==> src/rtl/div_seq_pkg.sv <==
// Shared definitions for the sequential divider.
// - div_state_t : FSM states, IDLE -> PREP -> RUN -> FIX -> DONE
// - LO_SLOT / HI_SLOT : word slots of the packed 2*WIDTH result. This is the same
//   HI/LO layout as the multiplier product, so the shared write path can take
//   either unit's result: LO = quotient, HI = remainder.
package div_seq_pkg;

  typedef enum logic [2:0] {
    DIV_IDLE = 3'd0,
    DIV_PREP = 3'd1,
    DIV_RUN  = 3'd2,
    DIV_FIX  = 3'd3,
    DIV_DONE = 3'd4
  } div_state_t;

  localparam int unsigned LO_SLOT = 0;
  localparam int unsigned HI_SLOT = 1;

endpackage

==> src/rtl/div_step.sv <==
// One radix-2 restoring division iteration (purely combinational).
// Ports:
//   r      in  WIDTH  partial remainder
//   q      in  WIDTH  quotient / remaining dividend bits
//   d      in  WIDTH  divisor magnitude
//   r_next out WIDTH  partial remainder after this iteration
//   q_next out WIDTH  quotient after this iteration (new bit at LSB)
module div_step
  import div_seq_pkg::*;
#(
  parameter int unsigned WIDTH = 32
) (
  input  logic [WIDTH-1:0] r,
  input  logic [WIDTH-1:0] q,
  input  logic [WIDTH-1:0] d,
  output logic [WIDTH-1:0] r_next,
  output logic [WIDTH-1:0] q_next
);

  logic [WIDTH:0]   rs;
  logic [WIDTH-1:0] diff;
  logic             ge;

  always_comb begin
    // Shift {r,q} left by one. The shifted remainder needs WIDTH+1 bits.
    rs = {r, q[WIDTH-1]};
    ge = (rs >= {1'b0, d});
    // If the subtraction is kept, the result is below d, so it fits in WIDTH bits.
    diff = rs[WIDTH-1:0] - d;
    if (ge) begin
      r_next = diff;
      q_next = {q[WIDTH-2:0], 1'b1};
    end else begin
      r_next = rs[WIDTH-1:0];
      q_next = {q[WIDTH-2:0], 1'b0};
    end
  end

endmodule

==> src/rtl/div_seq.sv <==
// Sequential signed/unsigned integer divider. It uses the radix-2 restoring
// algorithm and produces one quotient bit per clock.
// Parameters:
//   WIDTH  operand width; C is 2*WIDTH wide
//   SIGNED 1 = two's-complement division (truncates toward zero), 0 = unsigned
// Ports:
//   clock  in   rising-edge clock
//   clear  in   synchronous active-low reset; aborts any operation
//   start  in   request, sampled only in IDLE
//   A, B   in   dividend and divisor, captured when start is accepted
//   busy   out  high from the cycle after an accepted start through FIX
//   done   out  one-cycle pulse; C is valid from this cycle
//   dz     out  divide-by-zero flag, valid with done and held with C
//   C      out  {remainder, quotient}, held until the next FIX or reset
module div_seq
  import div_seq_pkg::*;
#(
  parameter int unsigned WIDTH  = 32,
  parameter bit          SIGNED = 1'b1
) (
  input  logic               clock,
  input  logic               clear,
  input  logic               start,
  input  logic [WIDTH-1:0]   A,
  input  logic [WIDTH-1:0]   B,
  output logic               busy,
  output logic               done,
  output logic               dz,
  output logic [2*WIDTH-1:0] C
);

  localparam int unsigned CW = (WIDTH > 2) ? $clog2(WIDTH) : 1;

  div_state_t       state;
  logic [CW-1:0]    cnt;
  logic [WIDTH-1:0] a_reg, b_reg;
  logic [WIDTH-1:0] r, q, d;
  logic             qneg, rneg;

  logic [WIDTH-1:0] a_mag, b_mag;
  logic [WIDTH-1:0] r_next, q_next;
  logic [WIDTH-1:0] quo, rem;

  div_step #(.WIDTH(WIDTH)) u_step (
    .r      (r),
    .q      (q),
    .d      (d),
    .r_next (r_next),
    .q_next (q_next)
  );

  always_comb begin
    a_mag = (SIGNED && a_reg[WIDTH-1]) ? -a_reg : a_reg;
    b_mag = (SIGNED && b_reg[WIDTH-1]) ? -b_reg : b_reg;
    // Divide by zero returns the raw dividend and an all-ones quotient,
    // with no sign correction.
    if (dz) begin
      quo = '1;
      rem = a_reg;
    end else begin
      quo = qneg ? -q : q;
      rem = rneg ? -r : r;
    end
  end

  always_ff @(posedge clock) begin
    if (!clear) begin
      state <= DIV_IDLE;
      busy  <= 1'b0;
      done  <= 1'b0;
      dz    <= 1'b0;
      C     <= '0;
      cnt   <= '0;
      a_reg <= '0;
      b_reg <= '0;
      r     <= '0;
      q     <= '0;
      d     <= '0;
      qneg  <= 1'b0;
      rneg  <= 1'b0;
    end else begin
      done <= 1'b0;
      unique case (state)
        DIV_IDLE: begin
          if (start) begin
            a_reg <= A;
            b_reg <= B;
            dz    <= 1'b0;
            busy  <= 1'b1;
            state <= DIV_PREP;
          end
        end
        DIV_PREP: begin
          qneg <= SIGNED && (a_reg[WIDTH-1] ^ b_reg[WIDTH-1]);
          rneg <= SIGNED && a_reg[WIDTH-1];
          r    <= '0;
          q    <= a_mag;
          d    <= b_mag;
          cnt  <= CW'(WIDTH - 1);
          if (b_reg == '0) begin
            dz    <= 1'b1;
            state <= DIV_FIX;
          end else begin
            state <= DIV_RUN;
          end
        end
        DIV_RUN: begin
          r <= r_next;
          q <= q_next;
          if (cnt == '0) begin
            state <= DIV_FIX;
          end else begin
            cnt <= cnt - 1'b1;
          end
        end
        DIV_FIX: begin
          C[HI_SLOT*WIDTH +: WIDTH] <= rem;
          C[LO_SLOT*WIDTH +: WIDTH] <= quo;
          busy  <= 1'b0;
          done  <= 1'b1;
          state <= DIV_DONE;
        end
        DIV_DONE: begin
          state <= DIV_IDLE;
        end
        default: begin
          state <= DIV_IDLE;
        end
      endcase
    end
  end

endmodule

==> config.mk <==
export PLATFORM = sky130hd
export DESIGN_NAME = div_seq
export DESIGN_NICKNAME = d
export VERILOG_FILES = /design/src/rtl/div_seq_pkg.sv /design/src/rtl/div_step.sv /design/src/rtl/div_seq.sv
export SDC_FILE = /design/constraint.sdc
export NUM_CORES = 1
export LEC_CHECK = 0
export CAP_MARGIN = 20
export CORE_ASPECT_RATIO = 0.9
export CORE_UTILIZATION = 48
export CTS_CLUSTER_DIAMETER = 150
export DETAILED_ROUTE_END_ITERATION = 16
export PLACE_DENSITY = 0.69
export SYNTH_ARGS = -nofsm -noshare
export SYNTH_HDL_FRONTEND = slang
export SYNTH_HIERARCHICAL = 1
export SYNTH_SLANG_ARGS = --single-unit
==> constraint.sdc <==
create_clock -name clock -period 3.5 [get_ports clock]
set_input_delay 0.7 -clock clock [delete_from_list [all_inputs] [get_ports clock]]
set_output_delay 0.7 -clock clock [all_outputs]
set_load 0.02 [all_outputs]
==> metrics.txt, run 1 <==
Post-synth EDFFs=0; final hold violation count=0; Post-CTS Setup Bufs=0; GR Util All Layers=30.1%; DIE AREA=0.0302 mm^2; Area Overhead vs Synth=18.3%; Pleak=6.50 nW; syn_nets=1901; final slew viol count=0; Worst Setup Start Kind=flop; first-pass GRT wire length=71400 um; syn avg cell area=7.89 um^2; row cnt=59; worst min path class=flop to flop; status=complete, no violations; number of port buffers=133; largest register by flop count=C; CTS tree=yes; Clk Latency, worst-skew pair=570 ps; Setup Skew=16.3 ps; diode count=0; unrepaired setup endpoints after global routing=false; Placer Congestion=0.954; Die Y=165 um; final worst-path cycle share=92.2%; total power=0.0160 W; Yosys reg bits=237; CP Capture Type=flop; MaxCap Viol Count=0; most frequent cells in the layout=237 x dfxtp_1, 210 x nand2_1, 174 x a21oi_1; final setup violation count=0; Synth async-reset ratio=0%; clk sinks=237; setup TNS=0 ps; Routed WL per cell=20.2 um; vias in the first global route=12400; effective utilization at floorplan=49.0%; pin count of the biggest net entering global routing=120; Clock Tree Root=clkbuf_16; initial antenna violation count=0; Netlist cell types=80; post-synthesis sequential area ratio=33.5%; fin crit period=3230 ps; commonest non-fill, non-tap cell in the layout=dfxtp_1; Die W=183 um; slew of the pin with the lowest slew margin=1000 ps; vias=13900; fmax=310 MHz; critical path class=flop to flop; Synth Instances=1796; maximum fanout along the worst path=29; routed wire length=46100 um; Max clock buf depth=3; Core ar.=0.0289 mm^2; post-route setup slack=274 ps; DR iter-0 viols=1493; peak supply drop=1.24 mV; Antenna Nets Post-Route=0; H-tree depth=1; Final HPWL DP=33700 um; Clk pin slew, worst setup/hold paths=60 ps; # IOs=134; R2R Setup Slk=270 ps; DP Area=0.0158 mm^2; Worst slew margin=32.7%; mapped cell area=0.0142 mm^2; DR pass1 iterations=5; drt via density=6.07; Worst EP arrival=3650 ps; worst slack, placed=-58.1 ps; DRC=0; max reg flops=64; share of layout cells above drive strength 1=10.0%; total congestion overflow=0; yosys warns=6; Nets=1970; prevailing post-synth register cell=dfxtp_1; CTS buffer count=27; required time of the critical path=3920 ps; Cell Pwr Density=956 mW/mm^2; Finished Cell Area=0.0168 mm^2
[synthesized netlist by cell type, types with 8 or more instances]
cell,n,area share (%)
a211oi_1,24,1.3
a21o_1,9,0.48
a21oi_1,174,6.1
a22oi_1,51,2.7
a31oi_1,11,0.49
and3_1,17,0.75
buf_1,8,0.21
buf_4,32,1.7
clkbuf_1,116,3.1
dfxtp_1,237,33
ha_1,37,3.3
inv_1,61,1.6
mux2_2,21,1.7
mux2_4,9,0.95
mux2i_1,24,1.7
nand2_1,210,5.6
nand2b_1,9,0.40
nand3_1,46,1.6
nand3b_1,9,0.48
nand4_1,18,0.79
nand4b_1,8,0.49
nor2_1,136,3.6
nor2b_1,8,0.35
nor3_1,34,1.2
nor4_1,26,1.1
o211ai_1,16,0.85
o21ai_0,97,3.4
o221ai_1,8,0.49
o22ai_1,15,0.66
o31ai_1,38,2.0
o41ai_1,26,1.6
or2_2,9,0.40
or3_1,18,0.79
or4_1,22,1.2
xnor2_1,42,2.6
xor2_1,75,4.6
[metrics by stage]
step,hold WS [ps],cells,util (%)
2_1_floorplan,432,1796,-
3_3_place_gp,441,2231,54.6
3_5_place_dp,456,2231,54.6
4_1_cts,464,2281,57.9
5_1_grt,483,2282,57.9
6_report,461,2282,57.9
[critical path, stage by stage, from the launching register on]
cell	delay, ps
dfxtp_1	330
inv_1	50
ha_1	290
nand4_1	210
nor3_2	320
o211ai_1	160
nor4b_4	170
o21ai_2	170
a31oi_4	130
o21a_4	240
inv_4	360
mux2_2	400
a22oi_1	170
nor2_1	50
[cell type report]
cell class | instances | area, um^2
fill | 2739 | 12200
multi-input combinational | 1334 | 8440
sequential | 237 | 4740
timing repair buffer | 203 | 1890
clock buffer | 35 | 756
tap | 396 | 495
inverter | 62 | 238
clock inverter | 15 | 198
[cells by family (layout without fill, tap and decap cells)]
group                    Yosys count  in the layout  share of synthesized area [%]
AND/OR/NAND/NOR                  598            598                           20.6
AO/OA/AOI/OAI                    527            527                           23.8
flip-flops                       237            237                           33.5
buffers and inverters            225            315                           7.14
XOR/XNOR                         117            117                           7.23
multiplexers                      54             54                           4.32
adder cells (fa/ha/maj)           38             38                           3.41
[timing repair]
item                                    CTS  global route
pin swaps                                 0             0
resized for setup                         1             1
endpoints found under the setup margin   28            22
hold buffers                              0             0
[final timing paths]
path,depth (start not counted),end,start
worst min register to register,2,d[31]$_SDFFE_PN0P_,d[31]$_SDFFE_PN0P_
worst max register to register,13,r[17]$_SDFFE_PN0P_,d[8]$_SDFFE_PN0P_
worst min-delay path,2,d[31]$_SDFFE_PN0P_,d[31]$_SDFFE_PN0P_
worst max-delay path,13,r[17]$_SDFFE_PN0P_,d[8]$_SDFFE_PN0P_
[routing by layer]
metal | vias to the layer above | global-route usage [%] | part of all wire, % | routed length, um
met5 | - | 0 | 0 | 0
met4 | 0 | 6.21 | 1.9 | 875
met3 | 56 | 5.42 | 8.7 | 4000
met2 | 587 | 42.6 | 40 | 18300
met1 | 6601 | 46.5 | 50 | 22900
li1 | 6617 | - | - | -
[report_power, final]
part	internal, W	leakage (nW)	switching, W	total (W)
sequential	0.00298	1.93	0.000378	0.00336
clock	0.00182	0.466	0.00122	0.00304
combinational	0.00462	4.10	0.00500	0.00962
(Power assumes the default switching activity.)
==> inputs of run 2 (changes only) <==
--- a/config.mk
+++ b/config.mk
@@ -5,12 +5,13 @@
 export SDC_FILE = /design/constraint.sdc
 export NUM_CORES = 1
 export LEC_CHECK = 0
+export ABC_CLOCK_PERIOD_IN_PS = 3500
 export CAP_MARGIN = 20
 export CORE_ASPECT_RATIO = 0.9
-export CORE_UTILIZATION = 48
+export CORE_UTILIZATION = 45
 export CTS_CLUSTER_DIAMETER = 150
 export DETAILED_ROUTE_END_ITERATION = 16
-export PLACE_DENSITY = 0.69
+export PLACE_DENSITY = 0.65
 export SYNTH_ARGS = -nofsm -noshare
 export SYNTH_HDL_FRONTEND = slang
 export SYNTH_HIERARCHICAL = 1
==> metrics.txt, run 2 (synthesis gave the netlist of run 1 again) <==
routed wire length=45400 um (was 46100 um); # IOs=134 (unchanged); slew of the pin with the lowest slew margin=844 ps (was 1000 ps); Post-CTS Setup Bufs=0 (unchanged); H-tree depth=1 (unchanged); Die W=189 um (was 183 um); Clock Tree Root=clkbuf_16 (unchanged); pin count of the biggest net entering global routing=145 (was 120); number of port buffers=133 (unchanged); R2R cell count=13 (unchanged); Hold WS=461 ps (about the same); Clk Latency, worst-skew pair=560 ps (was 570 ps); maximum fanout along the worst path=19 (was 29); unrepaired setup endpoints after global routing=false (unchanged); Multi-input gate area=0.00844 mm^2 (about the same); Worst Setup Start Kind=flop (unchanged); peak supply drop=0.903 mV (was 1.24 mV); vias in the first global route=12300 (was 12400); DR pass1 iterations=6 (was 5); Worst slew margin=43.7% (was 32.7%); Worst EP arrival=3690 ps (was 3650 ps); max reg flops=64 (unchanged); critical path class=flop to flop (unchanged); status=complete, no violations (unchanged); Final HPWL DP=33300 um (was 33700 um); final setup violation count=0 (unchanged); share of layout cells above drive strength 1=9.45% (was 10.0%); final worst-path cycle share=93.4% (was 92.2%); clk sinks=237 (unchanged); CTS tree=yes (unchanged); Antenna Nets Post-Route=0 (unchanged); fmax=306 MHz (was 310 MHz); first-pass GRT wire length=71000 um (was 71400 um); row cnt=61 (was 59); Fillers=2983 (was 2739); Die Y=170 um (was 165 um); diode count=0 (unchanged); CTS buffer count=27 (unchanged); required time of the critical path=3920 ps (about the same); hold depth=2 (unchanged); MaxCap Viol Count=0 (unchanged); setup TNS=0 ps (unchanged); total congestion overflow=0 (unchanged); drt via density=6.05 (was 6.07); final hold violation count=0 (unchanged); Max clock buf depth=3 (unchanged); Cell Pwr Density=956 mW/mm^2 (about the same); Pleak=6.43 nW (was 6.50 nW); effective utilization at floorplan=45.8% (was 49.0%); fin crit period=3270 ps (was 3230 ps); commonest non-fill, non-tap cell in the layout=dfxtp_1 (unchanged); most frequent cells in the layout=237 x dfxtp_1, 210 x nand2_1, 174 x a21oi_1 (unchanged); DR iter-0 viols=1293 (was 1493); initial antenna violation count=1 (was 0); Routed WL per cell=19.9 um (was 20.2 um); Clk pin slew, worst setup/hold paths=60 ps (about the same); GR Util All Layers=27.8% (was 30.1%); Area Overhead vs Synth=17.6% (was 18.3%); final slew viol count=0 (unchanged); vias=13800 (was 13900); CP Capture Type=flop (unchanged); Reg area=0.00474 mm^2 (unchanged); DRC=0 (unchanged); DIE AREA=0.0322 mm^2 (was 0.0302 mm^2); Core ar.=0.0309 mm^2 (was 0.0289 mm^2); Setup Skew=6.74 ps (was 16.3 ps); worst min path class=flop to flop (unchanged); Nets=1959 (was 1970); largest register by flop count=C (unchanged); Placer Congestion=1.00 (was 0.954)
==> run 2: cell count changes in the layout (fill, tap and decap cells not counted), sizes merged <==
cell,previous run,this run
clkinv,7,8
clkbuf,35,36
clkinvlp,3,1
buf,71,60
bufinv,4,3
==> run 2: through the flow <==
| step | instance area, um^2 | setup WS, ps | util, % | total power (W) | std cells |
|---|---|---|---|---|---|
| 4_1_cts | 16600 | 163 | 53.8 | 0.0158 | 2282 |
| 6_report | 16700 | 232 | 53.9 | 0.0159 | 2283 |
| 3_3_place_gp | 15700 | 326 | 50.9 | 0.0127 | 2233 |
| 3_5_place_dp | 15700 | 179 | 50.9 | 0.0128 | 2233 |
| 2_1_floorplan | 14200 | 415 | - | 0.0111 | 1796 |
| 5_1_grt | 16700 | 4.38 | 53.9 | 0.0168 | 2283 |
==> run 2: power breakdown <==
group	total, W	switching, W	internal [W]
combinational	0.00960	0.00486	0.00474
sequential	0.00337	0.000395	0.00298
clock	0.00294	0.00119	0.00175
==> run 2: path summary, 6_finish.rpt <==
path	startpoint	end	slack [ps]
min	d[31]$_SDFFE_PN0P_	d[31]$_SDFFE_PN0P_	460
max	r[9]$_SDFFE_PN0P_	r[22]$_SDFFE_PN0P_	230
min reg2reg	d[31]$_SDFFE_PN0P_	d[31]$_SDFFE_PN0P_	460
max reg2reg	r[9]$_SDFFE_PN0P_	r[22]$_SDFFE_PN0P_	230
==> run 2: area by class of cell <==
| type | count | area share, % |
|---|---|---|
| Clock inverter | 13 | 0.946 |
| Sequential cell | 237 | 28.5 |
| Inverter | 62 | 1.41 |
| Tap cell | 409 | 3.07 |
| Timing Repair Buffer | 192 | 10.8 |
| Multi-Input combinational cell | 1334 | 50.7 |
| Clock buffer | 36 | 4.56 |
==> run 2: worst max-delay path, cell delays in order (launching register included) <==
cell and delay (ps):
dfxtp_1 530, ha_2 390, nand4_1 130, a211oi_1 60
or3_4 390, nor4b_4 330, o21ai_2 120, a31oi_4 220
o21a_4 210, inv_2 60, buf_12 160, mux2_4 300
a22oi_1 170, nor2_1 60
==> run 2: metal layers <==
layer | up-vias | GRT usage, % | routed length, um
li1 | 6609 | - | -
met1 | 6525 | 43.1 | 22300
met2 | 600 | 37.4 | 17500
met3 | 65 | 6.35 | 4450
met4 | 2 | 7.75 | 1120
met5 | - | 0 | 13
==> run 2: repair_timing <==
action / 4_1_cts / 5_1_grt
hold buffers: 0 / 0
setup endpoints to repair: 0 / 28
gates resized for setup: 0 / 2
hold endpoints to repair: 0 / 0
